==> config.mk <==
export PLATFORM = sky130hd
export DESIGN_NAME = uart_rx_unit_flat
export DESIGN_NICKNAME = d
export VERILOG_FILES = /design/src/rtl/uart_pkg.sv /design/src/rtl/uart_rx_unit_if.sv /design/src/rtl/uart_rx_unit_sync_2ff.sv /design/src/rtl/uart_rx_unit.sv /design/src/flat_wrapper.sv
export SDC_FILE = /design/constraint.sdc
export NUM_CORES = 1
export LEC_CHECK = 0
export ABC_AREA = 1
export CAP_MARGIN = 5
export CORE_UTILIZATION = 54
export DETAILED_ROUTE_END_ITERATION = 16
export HOLD_SLACK_MARGIN = 0.03
export PLACE_DENSITY = 0.77
export SYNTH_ARGS = -nofsm -noshare
export SYNTH_HDL_FRONTEND = slang
export SYNTH_SLANG_ARGS = --single-unit
==> constraint.sdc <==
create_clock -name clk -period 1.95 [get_ports clk]
set_input_delay 0.4875 -clock clk [delete_from_list [all_inputs] [get_ports clk]]
set_output_delay 0.4875 -clock clk [all_outputs]
set_load 0.01 [all_outputs]
==> src/rtl/uart_pkg.sv <==
// Shared UART definitions for the receive and transmit sides.
// UART_RX_PARITY_EN enables the parity state in the receiver.
package uart_pkg;

  localparam int DATA_BITS_DEF    = 8;
  localparam int CLKS_PER_BIT_DEF = 16;

  typedef enum logic [2:0] {
    ST_IDLE   = 3'd0,
    ST_START  = 3'd1,
    ST_DATA   = 3'd2,
    ST_PARITY = 3'd3,
    ST_STOP   = 3'd4
  } uart_state_e;

  // Even parity over up to nine bits; narrower words are zero-extended.
  function automatic logic parity9(input logic [8:0] d);
    return ^d;
  endfunction

endpackage

==> src/rtl/uart_rx_unit_if.sv <==
// Parallel-side interface of the UART receiver: word handshake plus status pulses.
// parity_err exists only when UART_RX_PARITY_EN is defined.
interface uart_rx_unit_if
  import uart_pkg::*;
#(
  parameter int DATA_BITS = DATA_BITS_DEF
);

  logic [DATA_BITS-1:0] data_out;
  logic                 data_valid;
  logic                 data_ready;
  logic                 frame_err;
  logic                 overrun;
  logic                 busy;
`ifdef UART_RX_PARITY_EN
  logic                 parity_err;
`endif

  modport master (
    input  data_ready,
    output data_out, data_valid, frame_err, overrun, busy
`ifdef UART_RX_PARITY_EN
    , parity_err
`endif
  );

  modport slave (
    output data_ready,
    input  data_out, data_valid, frame_err, overrun, busy
`ifdef UART_RX_PARITY_EN
    , parity_err
`endif
  );

endinterface

==> src/rtl/uart_rx_unit_sync_2ff.sv <==
// Generic two-flop synchroniser with a configurable reset level.
module sync_2ff #(
  parameter logic RESET_VAL = 1'b0
) (
  input  logic clk,
  input  logic reset,
  input  logic d_i,
  output logic q_o
);

  logic meta_q;
  logic sync_q;

  // Metastability chain
  always_ff @(posedge clk or posedge reset) begin
    if (reset) begin
      meta_q <= RESET_VAL;
      sync_q <= RESET_VAL;
    end else begin
      meta_q <= d_i;
      sync_q <= meta_q;
    end
  end

  assign q_o = sync_q;

endmodule

==> src/rtl/uart_rx_unit.sv <==
// UART receive stage: synchronises rx, deframes LSB-first words, valid/ready output.
// Define UART_RX_PARITY_EN to add a parity bit check (PARITY_ODD selects odd parity).
module uart_rx_unit
  import uart_pkg::*;
#(
  parameter int DATA_BITS    = DATA_BITS_DEF,
  parameter int CLKS_PER_BIT = CLKS_PER_BIT_DEF
`ifdef UART_RX_PARITY_EN
  , parameter bit PARITY_ODD = 1'b0
`endif
) (
  input  logic           clk,
  input  logic           reset,
  input  logic           rx,
  uart_rx_unit_if.master bus
);

  localparam int CNT_W = $clog2(CLKS_PER_BIT);
  localparam int IDX_W = $clog2(DATA_BITS);
  localparam logic [CNT_W-1:0] CNT_ONE  = CNT_W'(1);
  localparam logic [CNT_W-1:0] CNT_HALF = CNT_W'(CLKS_PER_BIT / 2 - 1);
  localparam logic [CNT_W-1:0] CNT_LAST = CNT_W'(CLKS_PER_BIT - 1);
  localparam logic [IDX_W-1:0] IDX_ONE  = IDX_W'(1);
  localparam logic [IDX_W-1:0] IDX_LAST = IDX_W'(DATA_BITS - 1);

  localparam logic [2:0] S_IDLE   = ST_IDLE;
  localparam logic [2:0] S_START  = ST_START;
  localparam logic [2:0] S_DATA   = ST_DATA;
  localparam logic [2:0] S_PARITY = ST_PARITY;
  localparam logic [2:0] S_STOP   = ST_STOP;

  logic                 rx_s;
  logic                 rx_prev_q;
  logic [2:0]           state_q, state_d;
  logic [CNT_W-1:0]     cnt_q, cnt_d;
  logic [IDX_W-1:0]     idx_q, idx_d;
  logic [DATA_BITS-1:0] shift_q, shift_d;
  logic [DATA_BITS-1:0] data_q, data_d;
  logic                 valid_q, valid_d;
  logic                 ferr_q, ferr_d;
  logic                 ovr_q, ovr_d;
  logic                 busy_q, busy_d;
  logic                 par_bad_q, par_bad_d;
  logic                 perr_q, perr_d;
  logic                 word_ok_s;

  sync_2ff #(.RESET_VAL(1'b1)) u_sync (
    .clk   (clk),
    .reset (reset),
    .d_i   (rx),
    .q_o   (rx_s)
  );

  // Without parity checking par_bad_q stays low, so a good stop bit is enough.
  assign word_ok_s = rx_s && !par_bad_q;

  // Next-state and output decode
  always_comb begin
    state_d   = state_q;
    cnt_d     = cnt_q + CNT_ONE;
    idx_d     = idx_q;
    shift_d   = shift_q;
    data_d    = data_q;
    valid_d   = valid_q && !bus.data_ready;
    ferr_d    = 1'b0;
    ovr_d     = 1'b0;
    par_bad_d = par_bad_q;
    perr_d    = 1'b0;
    case (state_q)
      S_IDLE: begin
        cnt_d     = '0;
        idx_d     = '0;
        par_bad_d = 1'b0;
        if (rx_prev_q && !rx_s) begin
          state_d = S_START;
        end else begin
          state_d = S_IDLE;
        end
      end
      S_START: begin
        if (cnt_q == CNT_HALF) begin
          cnt_d   = '0;
          idx_d   = '0;
          state_d = rx_s ? S_IDLE : S_DATA;
        end else begin
          state_d = S_START;
        end
      end
      S_DATA: begin
        if (cnt_q == CNT_LAST) begin
          cnt_d   = '0;
          shift_d = {rx_s, shift_q[DATA_BITS-1:1]};
          if (idx_q == IDX_LAST) begin
`ifdef UART_RX_PARITY_EN
            state_d = S_PARITY;
`else
            state_d = S_STOP;
`endif
          end else begin
            idx_d = idx_q + IDX_ONE;
          end
        end else begin
          state_d = S_DATA;
        end
      end
`ifdef UART_RX_PARITY_EN
      S_PARITY: begin
        if (cnt_q == CNT_LAST) begin
          cnt_d     = '0;
          par_bad_d = rx_s ^ parity9(9'(shift_q)) ^ PARITY_ODD;
          state_d   = S_STOP;
        end else begin
          state_d = S_PARITY;
        end
      end
`endif
      S_STOP: begin
        if (cnt_q == CNT_LAST) begin
          cnt_d   = '0;
          state_d = S_IDLE;
          ferr_d  = !rx_s;
          perr_d  = par_bad_q;
          if (!word_ok_s) begin
            valid_d = valid_q && !bus.data_ready;
          end else if (!valid_q || bus.data_ready) begin
            data_d  = shift_q;
            valid_d = 1'b1;
          end else begin
            ovr_d = 1'b1;
          end
        end else begin
          state_d = S_STOP;
        end
      end
      default: begin
        state_d = S_IDLE;
        cnt_d   = '0;
      end
    endcase
    busy_d = (state_d != S_IDLE);
  end

  // State and registered outputs
  always_ff @(posedge clk or posedge reset) begin
    if (reset) begin
      rx_prev_q <= 1'b1;
      state_q   <= S_IDLE;
      cnt_q     <= '0;
      idx_q     <= '0;
      shift_q   <= '0;
      data_q    <= '0;
      valid_q   <= 1'b0;
      ferr_q    <= 1'b0;
      ovr_q     <= 1'b0;
      busy_q    <= 1'b0;
      par_bad_q <= 1'b0;
      perr_q    <= 1'b0;
    end else begin
      rx_prev_q <= rx_s;
      state_q   <= state_d;
      cnt_q     <= cnt_d;
      idx_q     <= idx_d;
      shift_q   <= shift_d;
      data_q    <= data_d;
      valid_q   <= valid_d;
      ferr_q    <= ferr_d;
      ovr_q     <= ovr_d;
      busy_q    <= busy_d;
      par_bad_q <= par_bad_d;
      perr_q    <= perr_d;
    end
  end

  assign bus.data_out   = data_q;
  assign bus.data_valid = valid_q;
  assign bus.frame_err  = ferr_q;
  assign bus.overrun    = ovr_q;
  assign bus.busy       = busy_q;
`ifdef UART_RX_PARITY_EN
  assign bus.parity_err = perr_q;
`endif

endmodule

==> src/flat_wrapper.sv <==
// flat-port wrapper written by rule: the top's interface ports become plain ports
module uart_rx_unit_flat import uart_pkg::*;
#(
  parameter int DATA_BITS    = DATA_BITS_DEF,
  parameter int CLKS_PER_BIT = CLKS_PER_BIT_DEF

)
  (clk, reset, rx, bus_data_ready, bus_data_out, bus_data_valid, bus_frame_err, bus_overrun, bus_busy);
  uart_rx_unit_if #(.DATA_BITS(DATA_BITS)) bus_i ();
  input  logic clk;
  input  logic reset;
  input  logic rx;
  input wire logic [$bits(bus_i.data_ready)-1:0] bus_data_ready;
  output wire logic [$bits(bus_i.data_out)-1:0] bus_data_out;
  output wire logic [$bits(bus_i.data_valid)-1:0] bus_data_valid;
  output wire logic [$bits(bus_i.frame_err)-1:0] bus_frame_err;
  output wire logic [$bits(bus_i.overrun)-1:0] bus_overrun;
  output wire logic [$bits(bus_i.busy)-1:0] bus_busy;
  assign bus_i.data_ready = bus_data_ready;
  assign bus_data_out = bus_i.data_out;
  assign bus_data_valid = bus_i.data_valid;
  assign bus_frame_err = bus_i.frame_err;
  assign bus_overrun = bus_i.overrun;
  assign bus_busy = bus_i.busy;
  uart_rx_unit #(.DATA_BITS(DATA_BITS), .CLKS_PER_BIT(CLKS_PER_BIT)) u_core (.clk(clk), .reset(reset), .rx(rx), .bus(bus_i));
endmodule
### Word level (Yosys, flattened, before mapping)

Index checks and enable logic that the tools add are counted.

| word-level totals | value |
|---|---|
| register bits after elaboration | 33 |
| input port bits | 4 |
| output and inout port bits | 12 |
| word-level logic and storage cells | 60 |

| operators by class | value |
|---|---|
| add/subtract/negate cells | 2 |
| equality and inequality tests | 9 |
| mux-type cells | 24 |
| reductions and logical operators | 13 |

Operator list:

| kind | count |
|---|---|
| 2-to-1 mux 3 bit | 7 |
| one-hot mux 3 bit (4 select lines) | 1 |
| 2-to-1 mux 1 bit | 11 |
| one-hot mux 3 bit (3 select lines) | 1 |
| 2-to-1 mux 4 bit | 2 |
| one-hot mux 4 bit (2 select lines) | 1 |
| AND reduction 4 bit | 2 |
| equality test 3 bit (second input constant) | 2 |
| nonzero test 3 bit | 2 |
| adder 4 x 1 -> 4 bit (second input constant) | 1 |
| equality test 4 x 3 -> 1 bit (second input constant) | 1 |
| equality test 4 bit (second input constant) | 1 |
| inequality test 2 x 1 -> 1 bit (second input constant) | 2 |
| adder 3 x 1 -> 3 bit (second input constant) | 1 |
| equality test 3 x 1 -> 1 bit (second input constant) | 1 |
| equality test 3 x 2 -> 1 bit (second input constant) | 1 |
| logical NOT 1 bit | 3 |
| logical NOT 3 bit | 1 |
| logical AND 1 bit | 2 |
| 2-to-1 mux 2 bit | 1 |
| inequality test 2 bit (second input constant) | 1 |
| AND reduction 2 bit | 1 |
| OR reduction 2 bit | 1 |
| logical OR 1 bit | 1 |

### Logic depth before layout (Yosys ltp)

Gate-level depths: netlist (run 1).

| depth | value |
|---|---|
| depth after elaboration | 6 |
| gate-level depth with buffers | 8 |

### Hierarchy

From an unflattened synthesis (run 1), not the netlist that was laid out.

| unflattened totals | value |
|---|---|
| cells, all modules | 159 |
| area total of the unflattened synthesis | 1501.4 um^2 |

By module, submodules not included:

| module | instances | cells an instance | area each (um^2) | seq. area each (um^2) |
|---|---|---|---|---|
| uart_rx_unit | 1 | 156 | 1445.1 | 777.0 |
| sync_2ff | 1 | 3 | 56.3 | 52.6 |

### Worst setup path before layout (run 1)

OpenSTA, ideal clock, no wires.

| timing path | value |
|---|---|
| path kind | reg2reg |
| from | reg u_core.cnt_q[0] |
| to | reg u_core.data_q[3], in the netlist u_core.bus.data_out[3] |
| setup time | 0.118 ns |
| arrival time | 1.217 ns |
| required time | 1.832 ns |
| slack | 0.615 ns |
| cell stages (with the launch flop) | 8 |
| period minus slack after synthesis | 1.335 ns |
| path through | dfrtp_1 -> ha_1 -> nand3_4 -> nor2_4 -> nand3_4 -> buf_6 -> nand2_1 -> o21ai_2 |

| on the way | value |
|---|---|
| cells in the longest elaborated chain, start to end | 2 |

RTL lines:

| item | RTL line | RTL |
|---|---|---|
| start: declaration | uart_rx_unit.sv:35 | `logic [CNT_W-1:0] cnt_q, cnt_d;` |
| start signal: assignment | uart_rx_unit.sv:161 | `cnt_q <= cnt_d;` |
| equality test 4 bit | uart_rx_unit.sv:118 | `if (cnt_q == CNT_LAST) begin` |
| AND reduction 4 bit (no source line) | n/a |  |
| end signal: assignment | uart_rx_unit.sv:164 | `data_q <= data_d;` |
| end: declaration | uart_rx_unit.sv:38 | `logic [DATA_BITS-1:0] data_q, data_d;` |

No other way between the ends.
A chain may end at the register's enable or synchronous reset.

### Final worst setup path (run 1)

| timing path | value |
|---|---|
| from | reg u_core.data_q[3], in the netlist u_core.bus.data_out[3] |
| to | out bus_data_out[3] |

RTL lines:

| item | RTL line | RTL |
|---|---|---|
| end: declaration | flat_wrapper.sv:14 | `output wire logic [$bits(bus_i.data_out)-1:0] bus_data_out;` |

No word-level cell between the ends.

==> flow_summary_export.csv, run 1 <==
group,metric,value,unit
layout,antennaDiodeCount,0,
worst_hold_path,hold_class,"register to register",
cts,cts_sinks,33,
cts,post_cts_buffers,0,
power_and_ir_drop,powerDensity,850.6,mW/mm^2
timing,grt_setup_unrepaired,"no",
detailed_routing,ant_nets,0,
global_routing,gr-total-overflow,0,
place,placed_area,0.001632,sq mm
worst_setup_path,worstPathCellList,"clkdlybuf4s50_1",
detailed_routing,viasPerCell,5.125,
timing,hold_viol,0,
worst_setup_path,cpLargestDelayFamily,"buffers and inverters",
power_and_ir_drop,p_leak,0.0007912,uW
yosys,synth_seq_area_share,56.86,%
worst_setup_path,crit_type,"register to primary output",
global_routing,grt_pass1_wl,4271,um
layout,final_area,0.001687,sq mm
floorplanning,die_w,53.98,um
cts,postCtsHoldBufs,0,
yosys,yosys.area_share.simple,22.73,%
yosys,yosysUniqueCellTypes,16,
place,portBuffers,15,
worst_setup_path,cp_max_fo,2,
floorplanning,die_h,53.98,um
yosys,synth_flop_cell,"dfrtp_1",
yosys,synth_fp_nets,163,
layout,nets,184,
cts,clkTransAtPathRegs,0.10,ns
worst_setup_path,reg2reg_slack,0.42,ns
timing,slew_viol_final,0,
detailed_routing,drcViolationCount,0,
place,gp_congestion,0.8126,
timing,fmax,0.5749,GHz
worst_hold_path,hold_depth,0,
worst_setup_path,required,1.46,ns
timing,fin_crit_sh,89.21,%
yosys,yosys.area.top_type_share,51.46,%
cts,clock-root-buffer,"clkbuf_4",
cts,cts_tree,"yes",
yosys,ys_ff_latch,33,
worst_setup_path,cpPeakStageDelay,0.54,ns
timing,skew,0.009034,ns
status,status,"complete, no violations",
power_and_ir_drop,power,1435,uW
worst_setup_path,critPathSlowestCell,"clkdlybuf4s50_1",
yosys,muxShareOfSynthArea,0,%
layout,nFillCells,215,
cts,numCtsBuffers,5,
worst_setup_path,crit_arrival,1.25,ns
cts,clockBufferDepth,2,
global_routing,grt_use_total,21.81,%
cts,clk_latency,0.34,ns
layout,syn_to_final_growth,15.61,%
place,hpwl,1768,um
detailed_routing,first_pass_iters,4,
timing,worstMarginPinSlew,0.3976,ns
global_routing,antenna_found_initial,0,
yosys,yosys_warnings,0,
yosys,yosysMostFrequentCell,"nand2_1",
floorplanning,core,0.002522,sq mm
worst_setup_path,endpoint_kind,"primary output",
job,max_cap_violations,0,
worst_setup_path,crit_cells,1,
yosys,syn_area,0.001459,sq mm
cts,ctsResizeCount,0,
timing,fin_crit,1.740,ns
detailed_routing,vias,1066,
yosys,netlist_top_cells_area,"dfrtp_1, nand2_1, inv_1",
yosys,synth_compound_area_share,9.262,%
global_routing,grt_pass1_vias,968,
worst_setup_path,critPathLaunchType,"register",
worst_setup_path,rr_worst_depth,8,
floorplanning,die-area,0.002913,sq mm
yosys,synth_top_family_by_area,"simple AND/OR/NAND/NOR gates",
timing,setup_viol,0,
layout,drive_gt1_share,13.48,%
yosys,synth_xor_area_share,0.6003,%
yosys,synthArstFlopShare,100.0,%
detailed_routing,avgRoutedWirePerCell,12.13,um
yosys,synth_edf_count,0,
yosys,netlist_top_cells_count,"nand2_1, dfrtp_1, inv_1, nor2_1, o21ai_0",
timing,slew_headroom,73.49,%
floorplanning,boundaryPins,16,
floorplanning,initial_utilization,57.84,%
yosys,syn_inst,156,
worst_setup_path,crit_buf_inv,1,
detailed_routing,routed_wl,2523,um
yosys,avgSynthCellArea,9.352,sq um
cts,h-tree-depth,2,
yosys,synth_top_area_cell,"dfrtp_1",
detailed_routing,drt_iter0_drc,27,
yosys,synthAdderAreaFrac,2.573,%
floorplanning,num_rows,18,
power_and_ir_drop,irDropWorstVdd,0.6016,mV
timing,final.setup.tns,0,ns
global_routing,grt_max_degree,34,
final cells by class:
cell class | instances | area [sq um] | share of cell area (%)
flip-flops and latches | 33 | 829.5 | 49.18
multi-input cells | 96 | 513.0 | 30.42
repair buffers | 16 | 157.7 | 9.347
inverters | 25 | 93.84 | 5.564
clock buffers | 5 | 37.54 | 2.226
well taps | 30 | 37.54 | 2.226
clock inverters | 3 | 17.52 | 1.039
kinds of logic after synthesis:
family,Yosys count
compound gates,21
buf+inv,27
simple gates,71
fa+ha+maj,3
flops,33
xor+xnor,1
report_power, final:
| part | internal, uW | switching [uW] | total [uW] |
|---|---|---|---|
| registers | 746 | 63.6 | 809 |
| clock network | 136 | 245 | 381 |
| logic | 94.6 | 150 | 244 |
| total | 976 | 459 | 1430 |
flip-flops by register name, indices dropped and copies added, names as in the netlist:
name,cells
u_core.bus.busy,1
u_core.bus.data_out,8
u_core.bus.data_valid,1
u_core.bus.frame_err,1
u_core.bus.overrun,1
u_core.cnt_q,4
u_core.idx_q,3
u_core.rx_prev_q,1
u_core.shift_q,8
u_core.state_q,3
u_core.u_sync.meta_q,1
u_core.u_sync.q_o,1
layer usage:
metal,up-vias,global-route usage [%],wire [um]
met5,-,0,0
met4,0,11.54,61
met3,6,6.780,122
met2,25,34.57,1207
met1,507,26.51,1131
li1,528,-,-
final timing paths:
check	endpoint	from
setup / recovery	bus_data_out[3]	u_core.bus.data_out[3]
hold / removal	u_core.u_sync.q_o	u_core.u_sync.meta_q
setup reg to reg	u_core.idx_q[0]	u_core.idx_q[0]
hold reg to reg	u_core.u_sync.q_o	u_core.u_sync.meta_q
max in group asynchronous	u_core.rx_prev_q	reset
min in group asynchronous	u_core.idx_q[1]	reset
metrics by stage:
stage | hold slack [ns] | std cells | setup slack, ns | util (%)
2_1_floorplan | 0.3452 | 156 | 0.6155 | -
3_3_place_gp | 0.3463 | 200 | 0.3201 | 64.68
3_5_place_dp | 0.3512 | 200 | 0.2598 | 64.68
4_1_cts | 0.3660 | 208 | 0.1908 | 66.87
5_1_grt | 0.3727 | 208 | 0.1417 | 66.87
6_report | 0.3639 | 208 | 0.2104 | 66.87
cells in the final DEF, fill, tap and decap left out:
| cell type | n |
|---|---|
| clkinv_2 | 2 |
| clkdlybuf4s50_1 | 15 |
| nand2_1 | 33 |
| dfstp_2 | 3 |
| clkbuf_4 | 5 |
| nor2_4 | 2 |
| buf_4 | 1 |
| nand4_1 | 4 |
| a21oi_1 | 4 |
| inv_1 | 25 |
| dfrtp_1 | 30 |
| nand3_4 | 2 |
| xor2_1 | 1 |
| nand3_1 | 8 |
| clkinvlp_4 | 1 |
| nor2_1 | 20 |
| o21ai_0 | 9 |
| o21ai_2 | 8 |
| ha_1 | 3 |
| nor3_1 | 2 |
Power figures use the tool's default switching activity.
==> run 2: changes to the inputs <==
--- a/config.mk
+++ b/config.mk
@@ -7,6 +7,7 @@
 export LEC_CHECK = 0
 export ABC_AREA = 1
 export CAP_MARGIN = 5
+export CORE_ASPECT_RATIO = 0.5
 export CORE_UTILIZATION = 54
 export DETAILED_ROUTE_END_ITERATION = 16
 export HOLD_SLACK_MARGIN = 0.03
==> run 2 against run 1 <==
  * Sequential share of layout area fell by 1.2 points
  * Non-clock buffer count unchanged
  * First-iteration DRC count increased by 140%
  * Critical path depth stayed put
  * Core utilization is 6.0 points higher
  * Final cell count increased by 2.4%
  * Combinational power fell by 2%
  * Clock skew fell by 0.0028 ns
  * Count of clock-buffer cells in the layout rose by 3
==> flow_summary_export.csv, run 2 (same netlist as run 1, synthesis figures left out) <==
group,metric,value,unit
status,status,"complete, no violations",
timing,slew_viol_final,0,
place,hpwl,1711,um
worst_setup_path,critPathSlowestCell,"clkdlybuf4s50_1",
layout,antennaDiodeCount,0,
global_routing,antenna_found_initial,0,
cts,postCtsHoldBufs,0,
global_routing,gr-total-overflow,0,
detailed_routing,first_pass_iters,4,
global_routing,grt_pass1_vias,1000,
global_routing,grt_max_degree,34,
worst_setup_path,worstPathCellList,"clkdlybuf4s50_1",
timing,grt_setup_unrepaired,"no",
detailed_routing,ant_nets,0,
power_and_ir_drop,p_leak,0.0008058,uW
timing,fin_crit,1.678,ns
layout,multi_input_area,513.0,sq um
layout,final_cell_mix,"nand2_1, dfrtp_1, inv_1, nor2_1, clkdlybuf4s50_1",
timing,hold_viol,0,
floorplanning,die-area,0.002926,sq mm
timing,fmax,0.5960,GHz
detailed_routing,drt_iter0_drc,66,
global_routing,grt_pass1_wl,4471,um
worst_setup_path,required,1.46,ns
timing,skew,0.006221,ns
worst_setup_path,cp_max_fo,2,
timing,slew_headroom,73.08,%
floorplanning,initial_utilization,61.50,%
worst_setup_path,cpPeakStageDelay,0.54,ns
layout,final_common_cell,"nand2_1",
detailed_routing,routed_wl,2520,um
layout,nets,184,
global_routing,grt_use_total,23.01,%
floorplanning,die_h,38.76,um
cts,cts_tree,"yes",
worst_setup_path,crit_type,"register to primary output",
cts,h-tree-depth,2,
timing,final.setup.tns,0,ns
detailed_routing,drcViolationCount,0,
worst_setup_path,crit_arrival,1.19,ns
cts,numCtsBuffers,5,
floorplanning,num_rows,12,
layout,utilization,72.84,%
worst_setup_path,critPathLaunchType,"register",
timing,worstMarginPinSlew,0.4038,ns
detailed_routing,avgRoutedWirePerCell,11.83,um
cts,post_cts_buffers,0,
layout,nFillCells,191,
floorplanning,core,0.002372,sq mm
detailed_routing,vias,1024,
cts,ctsResizeCount,0,
place,gp_congestion,0.7615,
job,max_cap_violations,0,
layout,drive_gt1_share,12.36,%
floorplanning,die_w,75.51,um
cts,clock-root-buffer,"clkbuf_8",
power_and_ir_drop,power,1574,uW
layout,syn_to_final_growth,18.44,%
place,placed_area,0.001638,sq mm
power_and_ir_drop,powerDensity,911.0,mW/mm^2
power_and_ir_drop,irDropWorstVdd,0.5448,mV
worst_setup_path,endpoint_kind,"primary output",
floorplanning,boundaryPins,16,
cts,cts_sinks,33,
timing,fin_ws,0.2722,ns
detailed_routing,viasPerCell,4.808,
cts,clockBufferDepth,2,
worst_hold_path,hold_class,"register to register",
layout,seq_area,829.5,sq um
place,dpl_worst_slack,0.2785,ns
timing,setup_viol,0,
worst_setup_path,crit_buf_inv,1,
worst_setup_path,cpLargestDelayFamily,"buffers and inverters",
cts,clk_latency,0.28,ns
timing,fin_crit_sh,86.04,%
layout,final_area,0.001728,sq mm
place,portBuffers,15,
cts,clkTransAtPathRegs,0.07,ns
run 2: cell types whose count changed in the layout (fill, tap and decap cells not counted), sizes merged:
cell / delta
clkbuf: +3
clkinv: -2
clkinvlp: -1
run 2: per-stage QoR:
stage | std cells | hold WS, ns
floorplan | 156 | 0.3452
global placement | 205 | 0.3481
detailed placement | 205 | 0.3482
CTS | 213 | 0.3537
global route | 213 | 0.3541
finish | 213 | 0.3490
run 2: final cells by class:
cell class,instances,area share [%]
multi-input combinational,96,29.69
timing repair buffer,16,9.124
sequential,33,48.01
tap,35,2.534
inverter,25,5.431
clock buffer,8,5.214
run 2: worst paths after layout:
| path | from | to | slack (ns) | depth (start not counted) |
|---|---|---|---|---|
| max | u_core.bus.data_out[2] | bus_data_out[2] | 0.27 | 1 |
| min | u_core.u_sync.meta_q | u_core.u_sync.q_o | 0.35 | 0 |
| max reg2reg | u_core.cnt_q[0] | u_core.bus.data_out[1] | 0.45 | 6 |
| min reg2reg | u_core.u_sync.meta_q | u_core.u_sync.q_o | 0.35 | 0 |
| max in group asynchronous | reset | u_core.u_sync.meta_q | 1.01 | 3 |
| min in group asynchronous | reset | u_core.state_q[0] | 0.61 | 3 |
run 2: metal layers:
| layer | wire (um) | GRT usage [%] | share of wire [%] |
|---|---|---|---|
| met5 | 0 | 0 | 0 |
| met4 | 33 | 9.722 | 1.3 |
| met3 | 134 | 11.20 | 5.3 |
| met2 | 1151 | 34.60 | 46 |
| met1 | 1201 | 28.52 | 48 |
run 2: power breakdown:
part           internal (uW)  total, uW  leakage [uW]  switching, uW
clock                    288        524     0.0000455            237
sequential               746        810      0.000440           63.1
combinational           95.3        240      0.000321            145
